--- config.mk ---
export PLATFORM = sky130hd
export DESIGN_NAME = alu_ctrl_encoder
export DESIGN_NICKNAME = d
export VERILOG_FILES = /design/src/rtl/alu_ctrl_pkg.sv /design/src/rtl/alu_ctrl_op_map.sv /design/src/rtl/alu_ctrl_encoder.sv
export SDC_FILE = /design/constraint.sdc
export NUM_CORES = 1
export LEC_CHECK = 0
export BUFFER_PORTS_ARGS = -buffer_cell sky130_fd_sc_hd__buf_2
export CAP_MARGIN = 20
export CORE_MARGIN = 2
export CORE_UTILIZATION = 42
export CTS_CLUSTER_DIAMETER = 80
export DETAILED_ROUTE_END_ITERATION = 10
export PLACE_DENSITY_LB_ADDON = 0.2
export SETUP_SLACK_MARGIN = 0.2
export SLEW_MARGIN = 15
export SYNTH_ARGS = -nofsm -noshare
export SYNTH_HDL_FRONTEND = slang
export SYNTH_HIERARCHICAL = 1
export SYNTH_SLANG_ARGS = --single-unit
export TNS_END_PERCENT = 100
--- constraint.sdc ---
create_clock -name clk -period 1.28 [get_ports clk]
set_input_delay 0.256 -clock clk [delete_from_list [all_inputs] [get_ports clk]]
set_output_delay 0.256 -clock clk [all_outputs]
set_load 0.02 [all_outputs]
--- src/rtl/alu_ctrl_pkg.sv ---
// Shared types for the ALU control encoder: op codes, FSM states and the
// bundle of decoder control lines.
package alu_ctrl_pkg;

  typedef enum logic [1:0] {
    OpNormal = 2'd0,
    OpMov    = 2'd1,
    OpInc    = 2'd2,
    OpDec    = 2'd3
  } op_e;

  typedef enum logic [1:0] {
    StIdle  = 2'd0,
    StSetup = 2'd1,
    StIssue = 2'd2,
    StDone  = 2'd3
  } state_e;

  typedef struct packed {
    logic mov_n;
    logic inc_dec_n;
    logic dec_n;
  } sel_t;

  typedef struct packed {
    logic ctrl1;
    logic internal_mov_n;
    logic address_mode_n;
    logic internal_inc_dec_n;
    logic internal_dec_n;
  } ctrl_t;

  localparam sel_t SEL_IDLE = '{mov_n: 1'b1, inc_dec_n: 1'b1, dec_n: 1'b1};

  localparam ctrl_t CTRL_IDLE = '{
    ctrl1:              1'b0,
    internal_mov_n:     1'b1,
    address_mode_n:     1'b1,
    internal_inc_dec_n: 1'b1,
    internal_dec_n:     1'b1
  };

  function automatic sel_t op_sel(input op_e op);
    sel_t sel;
    sel = SEL_IDLE;
    unique case (op)
      OpNormal: sel = SEL_IDLE;
      OpMov:    sel = '{mov_n: 1'b0, inc_dec_n: 1'b1, dec_n: 1'b1};
      OpInc:    sel = '{mov_n: 1'b0, inc_dec_n: 1'b0, dec_n: 1'b1};
      OpDec:    sel = '{mov_n: 1'b0, inc_dec_n: 1'b0, dec_n: 1'b0};
    endcase
    return sel;
  endfunction

endpackage

--- src/rtl/alu_ctrl_op_map.sv ---
// Combinational map from a raw 3-bit op code to the active-low internal
// select triple; codes 4-7 are flagged illegal and encoded as NORMAL.
module alu_ctrl_op_map
  import alu_ctrl_pkg::*;
(
  input  logic [2:0] i_op,
  output sel_t       o_sel,
  output logic       o_illegal
);

  op_e w_op;

  always_comb begin
    o_illegal = i_op[2];
    w_op      = i_op[2] ? OpNormal : op_e'(i_op[1:0]);
    o_sel     = op_sel(w_op);
  end

endmodule

--- src/rtl/alu_ctrl_encoder.sv ---
// Sequences one internal-operation request through SETUP/ISSUE/DONE, holding
// the ALU control decoder inputs stable for req_len+1 ISSUE cycles.
module alu_ctrl_encoder
  import alu_ctrl_pkg::*;
#(
  parameter int unsigned LEN_W = 4
) (
  input  logic             clk,
  input  logic             rst_n,
  input  logic             req_valid,
  output logic             req_ready,
  input  logic [2:0]       req_op,
  input  logic             req_addr_mode,
  input  logic             req_ctrl1,
  input  logic [LEN_W-1:0] req_len,
  input  logic             abort,
  output logic             ctrl1,
  output logic             internal_mov_n,
  output logic             address_mode_n,
  output logic             internal_inc_dec_n,
  output logic             internal_dec_n,
  output logic             busy,
  output logic             done,
  output logic             err
);

  state_e           r_state;
  state_e           w_state_d;
  sel_t             r_sel;
  logic             r_addr_mode;
  logic             r_ctrl1;
  logic [LEN_W-1:0] r_cnt;
  logic             r_err;

  sel_t             w_sel;
  logic             w_illegal;
  logic             w_accept;
  ctrl_t            w_ctrl;

  alu_ctrl_op_map u_op_map (
    .i_op      (req_op),
    .o_sel     (w_sel),
    .o_illegal (w_illegal)
  );

  assign req_ready = rst_n && (r_state == StIdle);
  assign w_accept  = req_valid && req_ready;

  always_ff @(posedge clk) begin
    if (!rst_n) begin
      r_state     <= StIdle;
      r_sel       <= SEL_IDLE;
      r_addr_mode <= 1'b0;
      r_ctrl1     <= 1'b0;
      r_cnt       <= '0;
      r_err       <= 1'b0;
    end else begin
      r_state <= w_state_d;
      r_err   <= w_accept && w_illegal;
      if (w_accept) begin
        r_sel       <= w_sel;
        r_addr_mode <= req_addr_mode;
        r_ctrl1     <= req_ctrl1;
        r_cnt       <= req_len;
      end else if (r_state == StIssue && r_cnt != '0) begin
        // Exit test on zero happens first, so the counter never wraps.
        r_cnt <= r_cnt - LEN_W'(1);
      end
    end
  end

  always_comb begin
    w_state_d = r_state;
    unique case (r_state)
      StIdle:  if (w_accept) w_state_d = StSetup;
      StSetup: w_state_d = abort ? StIdle : StIssue;
      StIssue: begin
        if (abort)            w_state_d = StIdle;
        else if (r_cnt == '0) w_state_d = StDone;
      end
      StDone:  w_state_d = StIdle;
    endcase
  end

  always_comb begin
    w_ctrl = CTRL_IDLE;
    unique case (r_state)
      StIdle: w_ctrl = CTRL_IDLE;
      StSetup, StDone: begin
        w_ctrl.ctrl1          = r_ctrl1;
        w_ctrl.address_mode_n = ~r_addr_mode;
      end
      StIssue: begin
        w_ctrl.ctrl1              = r_ctrl1;
        w_ctrl.address_mode_n     = ~r_addr_mode;
        w_ctrl.internal_mov_n     = r_sel.mov_n;
        w_ctrl.internal_inc_dec_n = r_sel.inc_dec_n;
        w_ctrl.internal_dec_n     = r_sel.dec_n;
      end
    endcase
  end

  assign ctrl1              = w_ctrl.ctrl1;
  assign internal_mov_n     = w_ctrl.internal_mov_n;
  assign address_mode_n     = w_ctrl.address_mode_n;
  assign internal_inc_dec_n = w_ctrl.internal_inc_dec_n;
  assign internal_dec_n     = w_ctrl.internal_dec_n;
  assign busy               = (r_state != StIdle);
  assign done               = (r_state == StDone);
  assign err                = r_err;

endmodule

==> Implementation_results.wiki <==
{| class="wikitable"
! Metric !! Value
|-
| Number of buffer and inverter instances along the worst setup path || 2
|-
| Result of the run || finished with violations
|-
| Transition time at the pin with the least slew margin || 0.258 ns
|-
| Boundary Pins || 22
|-
| Largest net degree at the start of global routing || 8
|-
| CTS tree || yes
|-
| CP arrival || 1.15 ns
|-
| Kind of start point of the critical path || flip-flop
|-
| Weighted congestion at the end of routability-driven global placement || 0.772
|-
| GRT Resource Usage Total || 17.8%
|-
| Post-synthesis share of cell area spent on xor and xnor gates || 1.35%
|-
| Min-Delay Path Class || in -> reg
|-
| Peak Freq || 710 MHz
|-
| Combinational family with the most area after synthesis || simple AND/OR/NAND/NOR gates
|-
| Setup repair after global routing missed its margin || true
|-
| HPWL after detailed placement || 1030 um
|-
| Highest cell delay on the worst timing path || 0.36 ns
|-
| H-tree Lvls || 1
|-
| Fraction of final layout cells sized beyond drive strength 1 || 54.3%
|-
| Library cell used as clock root buffer || sky130_fd_sc_hd__clkbuf_4
|-
| DRC violations left || 0
|-
| Final Hold Violating Endpoints || 0
|-
| Die area || 1880 sq um
|-
| Share of the clock period used by the worst path after layout || 110%
|-
| Min Clock Period, post-route || 1.41 ns
|-
| Maximum fanout encountered on the critical timing path || 5
|-
| Violated checks || negative setup slack
|-
| Clock Latency Late Sink || 0.27 ns
|-
| Global-route wire length before repair || 2480 um
|-
| CTS Buf Count || 3
|-
| Fin worst setup slack || -0.129 ns
|-
| Number of iterations in the first detailed-routing pass || 4
|-
| Critical Path End Type || output port
|-
| Number of hold-repair buffers added at the cts stage || 0
|-
| Leak || 0.497 nW
|-
| Share of the synthesized area in compound gates (AO/OA/AOI/OAI) || 13.5%
|-
| Routed wire length || 1500 um
|-
| Synthesized instance count || 79
|-
| Critical-path cell with the highest stage delay || sky130_fd_sc_hd__dfxtp_4
|-
| Adder and majority gate portion of the synthesized area || 1.93%
|-
| Total core area || 1470 sq um
|-
| Clock tree skew after final layout || 0.00528 ns
|-
| Total power density per cell area || 887 nW/um^2
|-
| Antenna violations before repair || 0
|-
| Global route overflow || 0
|-
| Buffer levels on the longest clock path || 2
|-
| Relative slew margins || 82.6%
|-
| Area fraction in and, or, nand and nor cells after synthesis || 35.5%
|-
| Post-synth top area cell || sky130_fd_sc_hd__dfxtp_1
|-
| Fraction of synthesized area in multiplexers || 1.54%
|-
| Relative area change from synthesis to final layout || 60.1%
|-
| Data required time of the worst path || 1.02 ns
|-
| Number of warning messages in the yosys log || 6
|-
| Number of unique standard cell types used by synthesis || 27
|-
| Combined area of the multi-input logic cells || 424 sq um
|-
| Total design power || 0.000922 W
|-
| Starting utilization of the core area || 44.1%
|-
| Antenna-violating nets left || 0
|-
| Combined flip-flop and latch cell area || 250 sq um
|-
| Filler cells || 105
|-
| # setup viols final || 8
|-
| Setup total negative slack || -0.464 ns
|-
| Diodes inserted || 0
|-
| Clock transition time at the flip-flop clock pins of the worst setup and hold paths || 0.06 ns
|-
| Synthesized flop and latch total || 12
|-
| Vertical die dimension || 43.3 um
|-
| Top cells by area in the synthesized netlist || sky130_fd_sc_hd__dfxtp_1 (37%), sky130_fd_sc_hd__a31oi_1 (5.8%), sky130_fd_sc_hd__nand2b_1 (4.8%), sky130_fd_sc_hd__inv_1 (4.6%), sky130_fd_sc_hd__nand2_1 (4.0%)
|-
| Placement row count || 14
|-
| Share of synthesized area occupied by flip-flops and latches || 37.0%
|-
| Delay-heaviest family, CP || flip-flops
|-
| Number of vias per cell || 5.02
|-
| Via count || 663
|-
| Mean instance size in the synthesized netlist || 8.22 sq um
|-
| IO buf count || 21
|-
| Worst supply voltage drop on vdd || 750 uV
|-
| Cell Chain, Critical Path || nand2b_4, buf_6, nand2b_4, buf_6
|-
| Horiz. Die Dim || 43.3 um
|-
| Netlist area before placement || 649 sq um
|-
| Final net count || 132
|-
| DR WL/cell || 11.3 um
|-
| Slew Viols, Final || 0
|-
| Number of global-route vias before repair || 596
|-
| Max-cap check violation count || 0
|-
| Critical Setup Path Class || reg -> out
|-
| DR iter-0 viols || 5
|-
| Top cell type's share of synthesized area || 37.0%
|-
| Sinks on the clock net || 12
|-
| Net count after synthesis || 93
|}
report_power, final:
part | total [W] | switching [W] | internal (W)
sequential | 0.000419 | 0.0000210 | 0.000398
clock | 0.000225 | 0.000116 | 0.000109
combinational | 0.000278 | 0.000116 | 0.000162
total | 0.000922 | 0.000253 | 0.000669
cell usage in the layout, fill, tap and decap left out, types with 2 or more instances in the layout:
cell type / count
sky130_fd_sc_hd__dfxtp_1: 8
sky130_fd_sc_hd__o21ai_0: 4
sky130_fd_sc_hd__buf_4: 14
sky130_fd_sc_hd__nor2_2: 3
sky130_fd_sc_hd__or4_1: 2
sky130_fd_sc_hd__nor2b_1: 2
sky130_fd_sc_hd__dfxtp_4: 2
sky130_fd_sc_hd__nand2b_1: 4
sky130_fd_sc_hd__or3_1: 2
sky130_fd_sc_hd__buf_2: 15
sky130_fd_sc_hd__buf_6: 10
sky130_fd_sc_hd__nand2_1: 6
sky130_fd_sc_hd__and2_1: 2
sky130_fd_sc_hd__inv_1: 5
sky130_fd_sc_hd__nand2b_4: 2
sky130_fd_sc_hd__nand3b_1: 2
sky130_fd_sc_hd__dfxtp_2: 2
sky130_fd_sc_hd__a31oi_1: 6
sky130_fd_sc_hd__inv_2: 3
sky130_fd_sc_hd__clkbuf_4: 3
sky130_fd_sc_hd__nand3_1: 2
Yosys cell counts (all sizes together):
cell type   n
and3        1
nor2        4
a21oi       1
mux2i       1
ha          1
buf         3
and4bb      1
inv         8
nand2       7
nand2b      6
and2        3
nand3       3
o21bai      1
or3         2
xor2        1
o21ai       4
a31oi       6
nor2b       3
o2111ai     1
nor3b       2
clkbuf      2
o41ai       1
nand3b      2
nand4bb     1
or4         2
dfxtp      12
stage by stage:
stage	std cells	setup WS (ns)	hold slack [ns]	util (%)	instance area [sq um]
after global routing	132	-0.171	0.163	70.7	1040
final	132	-0.129	0.176	70.7	1040
after floorplan	79	0.00704	0.355	-	678
after detailed placement	123	-0.0444	0.443	58.2	856
after CTS	130	-0.122	0.167	67.3	990
after global placement	123	-0.0384	0.440	58.2	856
sequential cells by signal (all words and copies together) (netlist names):
name and cells:
r_ctrl1 1, r_sel 3, r_addr_mode 1, r_state 2, err 1, r_cnt 4
repair_timing:
action / in CTS / in global routing
pin swaps: 6 / 1
gates resized for setup: 25 / 9
buffers inserted: 4 / 2
endpoints found under the setup margin: 18 / 18
cell type report:
type	count	area share [%]
multi-input combinational	54	40.8
sequential	12	24.1
inverter	8	2.89
clock buffer	3	2.17
timing repair buffer	39	28.2
tap	16	1.93
layer usage:
| layer | wire, um | share of wire (%) | track usage (%) | vias to the layer above |
|---|---|---|---|---|
| met4 | 0 | 0 | 3.64 | 0 |
| met3 | 77 | 5.2 | 7.66 | 0 |
| met2 | 761 | 51 | 29.9 | 15 |
| li1 | - | - | - | 348 |
| met1 | 655 | 44 | 21.3 | 300 |
| met5 | 0 | 0 | 0 | - |
path summary, 6_finish.rpt:
check,endpoint,start,cells after the start,slack (ns)
setup / recovery,internal_mov_n,r_state[0],4,-0.13
hold / removal,r_ctrl1,req_ctrl1,3,0.18
hold reg to reg,r_ctrl1,r_ctrl1,2,0.45
setup reg to reg,r_cnt[3],r_state[0],4,-0.07
worst reg2reg max path: cells and delay by family, from the launching register on:
kind	cells	cell delay, ns
compound gates	1	0.16
simple gates	2	0.62
flops	1	0.36
buf+inv	1	0.15
logic make-up (layout without fill, tap and decap cells):
kind of cell,count (synthesis),in the layout
adders and majority gates,1,1
AOI/OAI and AO/OA,14,14
xor gates and xnor gates,1,1
muxes,1,1
and+or+nand+nor,37,37
buffers and inverters,13,50
DFF,12,12
Note: power is estimated with default switching activity, not from simulation.
